$ cat config.mk
export PLATFORM = sky130hd
export DESIGN_NAME = tiny_host_bridge_flat
export DESIGN_NICKNAME = d
export VERILOG_FILES = /design/src/rtl/tiny_host_bridge_if.sv /design/src/rtl/tiny_host_bridge.sv /design/src/flat_wrapper.sv
export SDC_FILE = /design/constraint.sdc
export NUM_CORES = 1
export LEC_CHECK = 0
export CAP_MARGIN = 40
export CORE_AREA = 2 2 327 329
export CTS_CLUSTER_DIAMETER = 150
export DETAILED_ROUTE_END_ITERATION = 6
export DIE_AREA = 0 0 329 331
export GPL_TIMING_DRIVEN = 0
export SLEW_MARGIN = 20
export SYNTH_ARGS = -nofsm -noshare
export SYNTH_HDL_FRONTEND = slang
export SYNTH_SLANG_ARGS = --single-unit
$ cat constraint.sdc
create_clock -name clk -period 6.5 [get_ports clk]
set_clock_uncertainty 0.1 [all_clocks]
set_input_delay 0.975 -clock clk [delete_from_list [all_inputs] [get_ports clk]]
set_output_delay 0.975 -clock clk [all_outputs]
set_load 0.03 [all_outputs]
$ cat src/rtl/tiny_host_bridge_if.sv
// tiny_host_bridge_if
// Host-side access channel of the bridge: a request/ready handshake for
// single-word RAM reads and writes, plus the read-return strobe and data.
//   req, w, addr, wdata : request, write flag, word address, write data (host -> bridge)
//   ready               : request accepted this cycle when req && ready (bridge -> host)
//   rvalid, rdata       : read data strobe and data, one cycle after an accepted read
interface tiny_host_bridge_if #(
  parameter int DW = 198,
  parameter int AW = 7
) ();
  logic          req;
  logic          w;
  logic [AW-1:0] addr;
  logic [DW-1:0] wdata;
  logic          ready;
  logic          rvalid;
  logic [DW-1:0] rdata;

  modport master (output req, w, addr, wdata, input ready, rvalid, rdata);
  modport slave  (input req, w, addr, wdata, output ready, rvalid, rdata);
endinterface

$ cat src/rtl/tiny_host_bridge.sv
// tiny_host_bridge
// Shares RAM port A between a host and a compute engine. While idle (or
// finished) the host owns the port; a start request resets the engine for one
// cycle, then hands the port to the engine until it reports completion or an
// optional cycle limit expires.
//
// state  | meaning
// IDLE   | host owns port A, engine held in reset
// LAUNCH | one-cycle engine reset pulse, clears status, loads timeout counter
// RUN    | engine owns port A, counter running
// FINISH | host owns port A, done/err hold the outcome of the last run
//
// Ports:
//   clk, reset            : clock, synchronous active-high reset
//   host                  : host access channel (slave side)
//   start, timeout        : run launch, run cycle limit (0 = unlimited)
//   busy, done, err       : run status
//   core_reset, core_addr, core_done : engine reset, engine address, engine completion
//   ram_addr, ram_w, ram_wdata, ram_rdata : RAM port A (1-cycle synchronous read)
module tiny_host_bridge #(
  parameter int DW = 198,
  parameter int AW = 7,
  parameter int TW = 20
) (
  input  logic          clk,
  input  logic          reset,
  tiny_host_bridge_if.slave host,
  input  logic          start,
  input  logic [TW-1:0] timeout,
  output logic          busy,
  output logic          done,
  output logic          err,
  output logic          core_reset,
  input  logic [AW-1:0] core_addr,
  input  logic          core_done,
  output logic [AW-1:0] ram_addr,
  output logic          ram_w,
  output logic [DW-1:0] ram_wdata,
  input  logic [DW-1:0] ram_rdata
);

  typedef enum logic [1:0] {IDLE, LAUNCH, RUN, FINISH} state_t;

  state_t        state_q, state_d;
  logic [TW-1:0] cnt_q;
  logic          rvalid_q;
  logic          host_side;
  logic          expire;

  // A zero count never decrements, so a run launched with timeout=0 can only
  // end on core_done.
  assign expire = (cnt_q == TW'(1));

  always_comb begin
    state_d    = state_q;
    host_side  = 1'b0;
    busy       = 1'b0;
    core_reset = 1'b0;
    case (state_q)
      IDLE: begin
        host_side  = 1'b1;
        core_reset = 1'b1;
        if (start) state_d = LAUNCH;
      end
      FINISH: begin
        host_side = 1'b1;
        if (start) state_d = LAUNCH;
      end
      LAUNCH: begin
        busy       = 1'b1;
        core_reset = 1'b1;
        state_d    = RUN;
      end
      RUN: begin
        busy = 1'b1;
        if (core_done || expire) state_d = FINISH;
      end
      default: state_d = IDLE;
    endcase
  end

  assign ram_addr     = host_side ? host.addr : core_addr;
  assign ram_w        = host_side && host.req && host.w;
  assign ram_wdata    = host.wdata;
  assign host.ready   = host_side;
  assign host.rvalid  = rvalid_q;
  assign host.rdata   = ram_rdata;

  always_ff @(posedge clk) begin
    if (reset) begin
      state_q  <= IDLE;
      cnt_q    <= '0;
      done     <= 1'b0;
      err      <= 1'b0;
      rvalid_q <= 1'b0;
    end else begin
      state_q  <= state_d;
      // A read accepted in the cycle that also starts a run still returns
      // its data during LAUNCH, since this tracks acceptance only.
      rvalid_q <= host_side && host.req && !host.w;

      if (state_q == LAUNCH)
        cnt_q <= timeout;
      else if (state_q == RUN && cnt_q != '0)
        cnt_q <= cnt_q - TW'(1);

      // Status is cleared on entry to LAUNCH so it reads 0 throughout the run.
      if (host_side && start) begin
        done <= 1'b0;
        err  <= 1'b0;
      end else if (state_q == RUN && (core_done || expire)) begin
        done <= 1'b1;
        err  <= !core_done;   // completion in the expiry cycle counts as success
      end
    end
  end

endmodule
$ cat src/flat_wrapper.sv
// flat-port wrapper written by rule: the top's interface ports become plain ports
module tiny_host_bridge_flat 
#(
  parameter int DW = 198,
  parameter int AW = 7,
  parameter int TW = 20
)
  (clk, reset, start, timeout, busy, done, err, core_reset, core_addr, core_done, ram_addr, ram_w, ram_wdata, ram_rdata, host_req, host_w, host_addr, host_wdata, host_ready, host_rvalid, host_rdata);
  tiny_host_bridge_if #(.DW(DW), .AW(AW)) host_i ();
  input  logic clk;
  input  logic reset;
  input  logic start;
  input  logic [TW-1:0] timeout;
  output logic busy;
  output logic done;
  output logic err;
  output logic core_reset;
  input  logic [AW-1:0] core_addr;
  input  logic core_done;
  output logic [AW-1:0] ram_addr;
  output logic ram_w;
  output logic [DW-1:0] ram_wdata;
  input  logic [DW-1:0] ram_rdata;
  input wire logic [$bits(host_i.req)-1:0] host_req;
  input wire logic [$bits(host_i.w)-1:0] host_w;
  input wire logic [$bits(host_i.addr)-1:0] host_addr;
  input wire logic [$bits(host_i.wdata)-1:0] host_wdata;
  output wire logic [$bits(host_i.ready)-1:0] host_ready;
  output wire logic [$bits(host_i.rvalid)-1:0] host_rvalid;
  output wire logic [$bits(host_i.rdata)-1:0] host_rdata;
  assign host_i.req = host_req;
  assign host_i.w = host_w;
  assign host_i.addr = host_addr;
  assign host_i.wdata = host_wdata;
  assign host_ready = host_i.ready;
  assign host_rvalid = host_i.rvalid;
  assign host_rdata = host_i.rdata;
  tiny_host_bridge #(.DW(DW), .AW(AW), .TW(TW)) u_core (.clk(clk), .reset(reset), .host(host_i), .start(start), .timeout(timeout), .busy(busy), .done(done), .err(err), .core_reset(core_reset), .core_addr(core_addr), .core_done(core_done), .ram_addr(ram_addr), .ram_w(ram_w), .ram_wdata(ram_wdata), .ram_rdata(ram_rdata));
endmodule
Yosys cells after proc, flatten, opt, wreduce, memory -nomap -nowiden:

Index checks and enable logic that the tools add are counted.

* register bits: 25
* bits of input ports: 436
* output and inout bits: 410
* word-level logic and storage cells: 38

* $add $sub $neg: 1
* equal/unequal tests: 6
* muxes and demuxes: 9
* reduce and logical (&&, ||, !) cells: 17

Operators with widths (number)
* two-way mux 20 bit: 2
* == test 20 x 1 -> 1 bit (second input constant): 1
* nonzero test 20 bit: 1
* subtractor 20 x 1 -> 20 bit (second input constant): 1
* OR reduction 2 bit: 4
* two-way mux 7 bit: 1
* logical AND 1 bit: 6
* one-hot mux 2 bit (3 select lines): 1
* == test 2 bit (second input constant): 2
* two-way mux 2 bit: 2
* two-way mux 1 bit: 3
* == test 2 x 1 -> 1 bit (second input constant): 1
* zero test 1 bit: 2
* zero test 2 bit: 1
* != test 2 x 1 -> 1 bit (second input constant): 1
* != test 2 bit (second input constant): 1
* AND reduction 2 bit: 1
* nonzero test 2 bit: 1
* logical OR 1 bit: 1

Logic depth before layout (Yosys ltp):

* depth in word-level cells: 5
* mapped depth: 8
* gate-level depth less buffers: 7

Worst setup path before layout:

OpenSTA, ideal clock, no wires.

* kind: register to output
* start: register u_core.state_q[0]
* end: output ram_addr[0]
* arrival: 1.674 ns
* required time: 5.425 ns
* slack: 3.751 ns
* stages on the path, launching flop included: 5
* buffers on the path: 1
* cells stage by stage: dfxtp_1 -> inv_1 -> ha_1 -> clkbuf_1 -> mux2_2

* cells in the longest elaborated chain, start to end: 4
* elaborated cells on any way between the ends: 5
* those cells by class: 1 x eq/ne; 2 x mux; 2 x reduce/logical

RTL lines
* from (decl): RTL line tiny_host_bridge.sv:44 `state_t state_q, state_d;`
* from (signal assigned): RTL line tiny_host_bridge.sv:97 `state_q <= state_d;`
* == test 2 bit or zero test 2 bit (tied branches): RTL line tiny_host_bridge.sv:59 `case (state_q)`
* OR reduction 2 bit (no source line) *
* two-way mux 1 bit *: RTL line tiny_host_bridge.sv:59
* two-way mux 7 bit *: RTL line tiny_host_bridge.sv:82 `assign ram_addr = host_side ? host.addr : core_addr;`
* to (decl): RTL line flat_wrapper.sv:20 `output logic [AW-1:0] ram_addr;`

Every way passes the cells marked *; elsewhere a longest branch is shown, timed or not.

Worst setup path after layout:

* start: register u_core.state_q[0]
* end: output ram_addr[6]

The elaborated chain is that of the path after synthesis.

==> results.md <==
- Outcome: completed
- Max FO, Critical Path: 8
- Reg2reg start: u_core.state_q[0]
- R2R Setup Slk: 4.14 ns
- Clock sink count: 25
- Vias in the first global route: 5,262
- Post-DP HPWL: 48,700 µm
- Worst Min Path Start: u_core.state_q[1]
- Clock Pin Slew Worst Setup and Hold Paths: 0.07 ns
- CP bufs+invs: 4
- Final worst path period need: 3.45 ns
- RSZ-0062 raised after global routing: false
- Clk_lat worst skew: 0.26 ns
- Slew @ Worst Pin: 0.691 ns
- Post-synth cell types: 47
- Critical path's slowest cell: clkdlybuf4s50_1
- CP Data Arrival Time: 2.37 ns
- Pwr dens: 177 nW/µm²
- Net Switching: 0.983 mW
- Relative slew margins: 53.9%
- Clk network pwr share: 7.2%
- Initial Util: 4.39%
- Final Hold Viols: 0
- Flop pwr share: 14.4%
- Critical path's top delay family: buffers and inverters
- Avg WL per Cell: 20.8 µm
- Primary FF master, synth: dfxtp_1
- Max cap viols: 0
- Final net count: 1,483
- Mapped Avg Cell Area: 7.86 µm²
- Finished Core Util: 10.4%
- Via count: 5,559
- Cell count after synthesis: 586
- Total congestion overflow: 0
- Final wirelength: 50,900 µm
- Switching share of power: 50.7%
- Leakage power: 4.25 nW
- Reg2reg end: u_core.cnt_q[11]
- Largest net degree at the start of global routing: 14
- Dpl cells: 2,426
- Row Count: 119
- Die width: 329 µm
- Max frequency: 0.290 GHz
- # hold bufs at CTS: 0
- Share of cells above drive strength 1: 40.6%
- DR pass1 iterations: 4
- # port buffers: 448
- Hold WC Path Type: reg -> reg
- Final Slew Violations: 0
- YS warnings: 0
- Final setup viols: 0
- Net Count, Synth: 1,029
- CP cell instances: inv_1 > ha_1 > clkbuf_1 > buf_6 > mux2_2 > clkdlybuf4s50_1
- Core area: 105,000 µm²
- Area grow syn2layout: 138%
- Die Y: 331 µm
- Die ar.: 109,000 µm²
- Power, Total: 1.94 mW
- Final worst-path setup slack: 3.05 ns
- Hold depth: 2
- ANT nets after route: 0
- CTS Buf Count: 3
- Post-CTS Resized: 0
- Post-route insts no fill: 2,446
- Pre-CTS setup slack: 3.07 ns
- Hold slack: 0.412 ns
- CTS Root Cell: clkbuf_16
- Bufs on Longest Clock Path: 2
- Post-DP Area: 10,800 µm²
- GRT Total Usage: 8.56%
- Antenna violations before repair: 97
- Seq/Total Area, Yosys: 10.9%
- EDFF count, synth: 0
- #FFs+latches synth: 25
- FFs w/ async S/R, synth: 0%
- Initial DRC Count: 131
- CTS tree: built
- Avg Vias per Cell: 2.27
- Design Area, Final: 11,000 µm²
- Crit path largest cell delay: 0.60 ns
- Residual DRC count: 0
- Critical path class: reg -> out
- Global-route wire length before repair: 58,800 µm
- Post-CTS Setup Bufs: 0
- Startpoint types: register
- Logic pwr share: 78.4%
- VDD IR max: 0.000100 V
- # IOs: 846
- Hold-critical path endpoint: u_core.state_q[1]
- Cell-internal power: 0.955 mW
- RePlAce Congestion: 0.879
- Worst Path Required: 5.42 ns
- TNS Setup: 0 ns
- Cell area after synthesis: 4600 µm²
- Final period utilization: 53.1%
- Htree depth: 1
- CP endpoint kind: primary output
- Worst r2r path cells: 8
## power groups by stage
stage	sequential, mW	combinational, mW	clock, mW
after global routing	0.290	1.64	0.153
after CTS	0.279	1.56	0.148
after detailed placement	0.282	1.55	0
after global placement	0.281	1.54	0
final	0.279	1.52	0.139
after floorplan	0.272	0.966	0
## kinds of logic after synthesis
| logic type | after synthesis | share of synthesized area (%) |
|---|---|---|
| muxes | 8 | 1.93 |
| adders and majority gates | 7 | 1.90 |
| xor gates and xnor gates | 14 | 2.66 |
| buffers and inverters | 417 | 66.4 |
| DFF | 25 | 10.9 |
| AOI/OAI and AO/OA | 46 | 7.31 |
| and+or+nand+nor | 69 | 8.97 |
## cell type report
cell class / instances / area [µm²]
diodes: 16 / 40.0
plain buffers: 409 / 3030
clock buffers: 4 / 78.8
fillers: 12100 / 94000
inverters: 8 / 30.0
multi-input cells: 144 / 1050
flip-flops and latches: 25 / 500
well taps: 1391 / 1740
repair buffers: 449 / 4500
## worst max path at each step
stage                      start  cells past startpoint  slack [ns]           to
6_report       u_core.state_q[0]                      6        3.05  ram_addr[6]
5_1_grt        u_core.state_q[0]                      6        2.91  ram_addr[4]
4_1_cts        u_core.state_q[0]                      6        3.01  ram_addr[1]
3_5_place_dp              host_w                      3        3.07        ram_w
3_3_place_gp   u_core.state_q[0]                      5        2.94  ram_addr[6]
2_1_floorplan  u_core.state_q[0]                      4        3.75  ram_addr[0]
## routing by layer
metal | up-vias | share of wire [%] | global-route usage (%)
met1 | 2357 | 30 | 7.62
met2 | 482 | 48 | 14.9
met4 | 126 | 0.88 | 0.119
li1 | 2426 | - | -
met3 | 168 | 19 | 8.10
met5 | - | 1.5 | 0
## registers in the layout (all words and copies together) (netlist names)
register,count
u_core.state_q,2
u_core.err,1
u_core.cnt_q,20
u_core.host.rvalid,1
u_core.done,1
## cell usage in the layout (no fill, tap or decap), types with 3 or more instances in the layout
| cell | instances |
|---|---|
| a211oi_1 | 13 |
| xnor2_1 | 13 |
| dfxtp_1 | 25 |
| diode_2 | 16 |
| o21bai_1 | 4 |
| a311oi_1 | 4 |
| clkbuf_16 | 3 |
| ha_1 | 7 |
| inv_1 | 7 |
| o21ai_0 | 6 |
| clkbuf_1 | 11 |
| nor2_1 | 24 |
| clkdlybuf4s50_1 | 448 |
| and3_1 | 4 |
| a21oi_1 | 8 |
| buf_2 | 3 |
| mux2_2 | 7 |
| nand2_1 | 6 |
| buf_4 | 396 |
| nor4_1 | 7 |
| nor3_1 | 6 |
## tightest hold or removal path: cells and delay by family (launching register included)
kind            cells  cell delay [ns]
flops               1             0.32
compound gates      2             0.14
## cell usage after synthesis, types with 2 or more instances
library cell | instances | share of area (%)
buf_4 | 396 | 65
a211oi_2 | 2 | 0.54
ha_1 | 7 | 1.9
nand2_1 | 6 | 0.49
dfxtp_1 | 25 | 11
or3_1 | 2 | 0.27
xnor2_1 | 13 | 2.5
inv_1 | 7 | 0.57
o21ai_0 | 6 | 0.65
or4_1 | 2 | 0.33
a211oi_1 | 13 | 2.1
nor4_1 | 7 | 0.95
nand3_1 | 2 | 0.22
nor2_1 | 24 | 2.0
o21bai_1 | 4 | 0.65
a21oi_1 | 8 | 0.87
o31ai_1 | 2 | 0.33
buf_2 | 3 | 0.33
and3_1 | 4 | 0.54
or2_2 | 2 | 0.27
nor4b_1 | 2 | 0.38
mux2_2 | 7 | 1.7
clkbuf_1 | 10 | 0.82
a311oi_1 | 4 | 0.76
nor3_1 | 6 | 0.65
(Power assumes the default switching activity.)
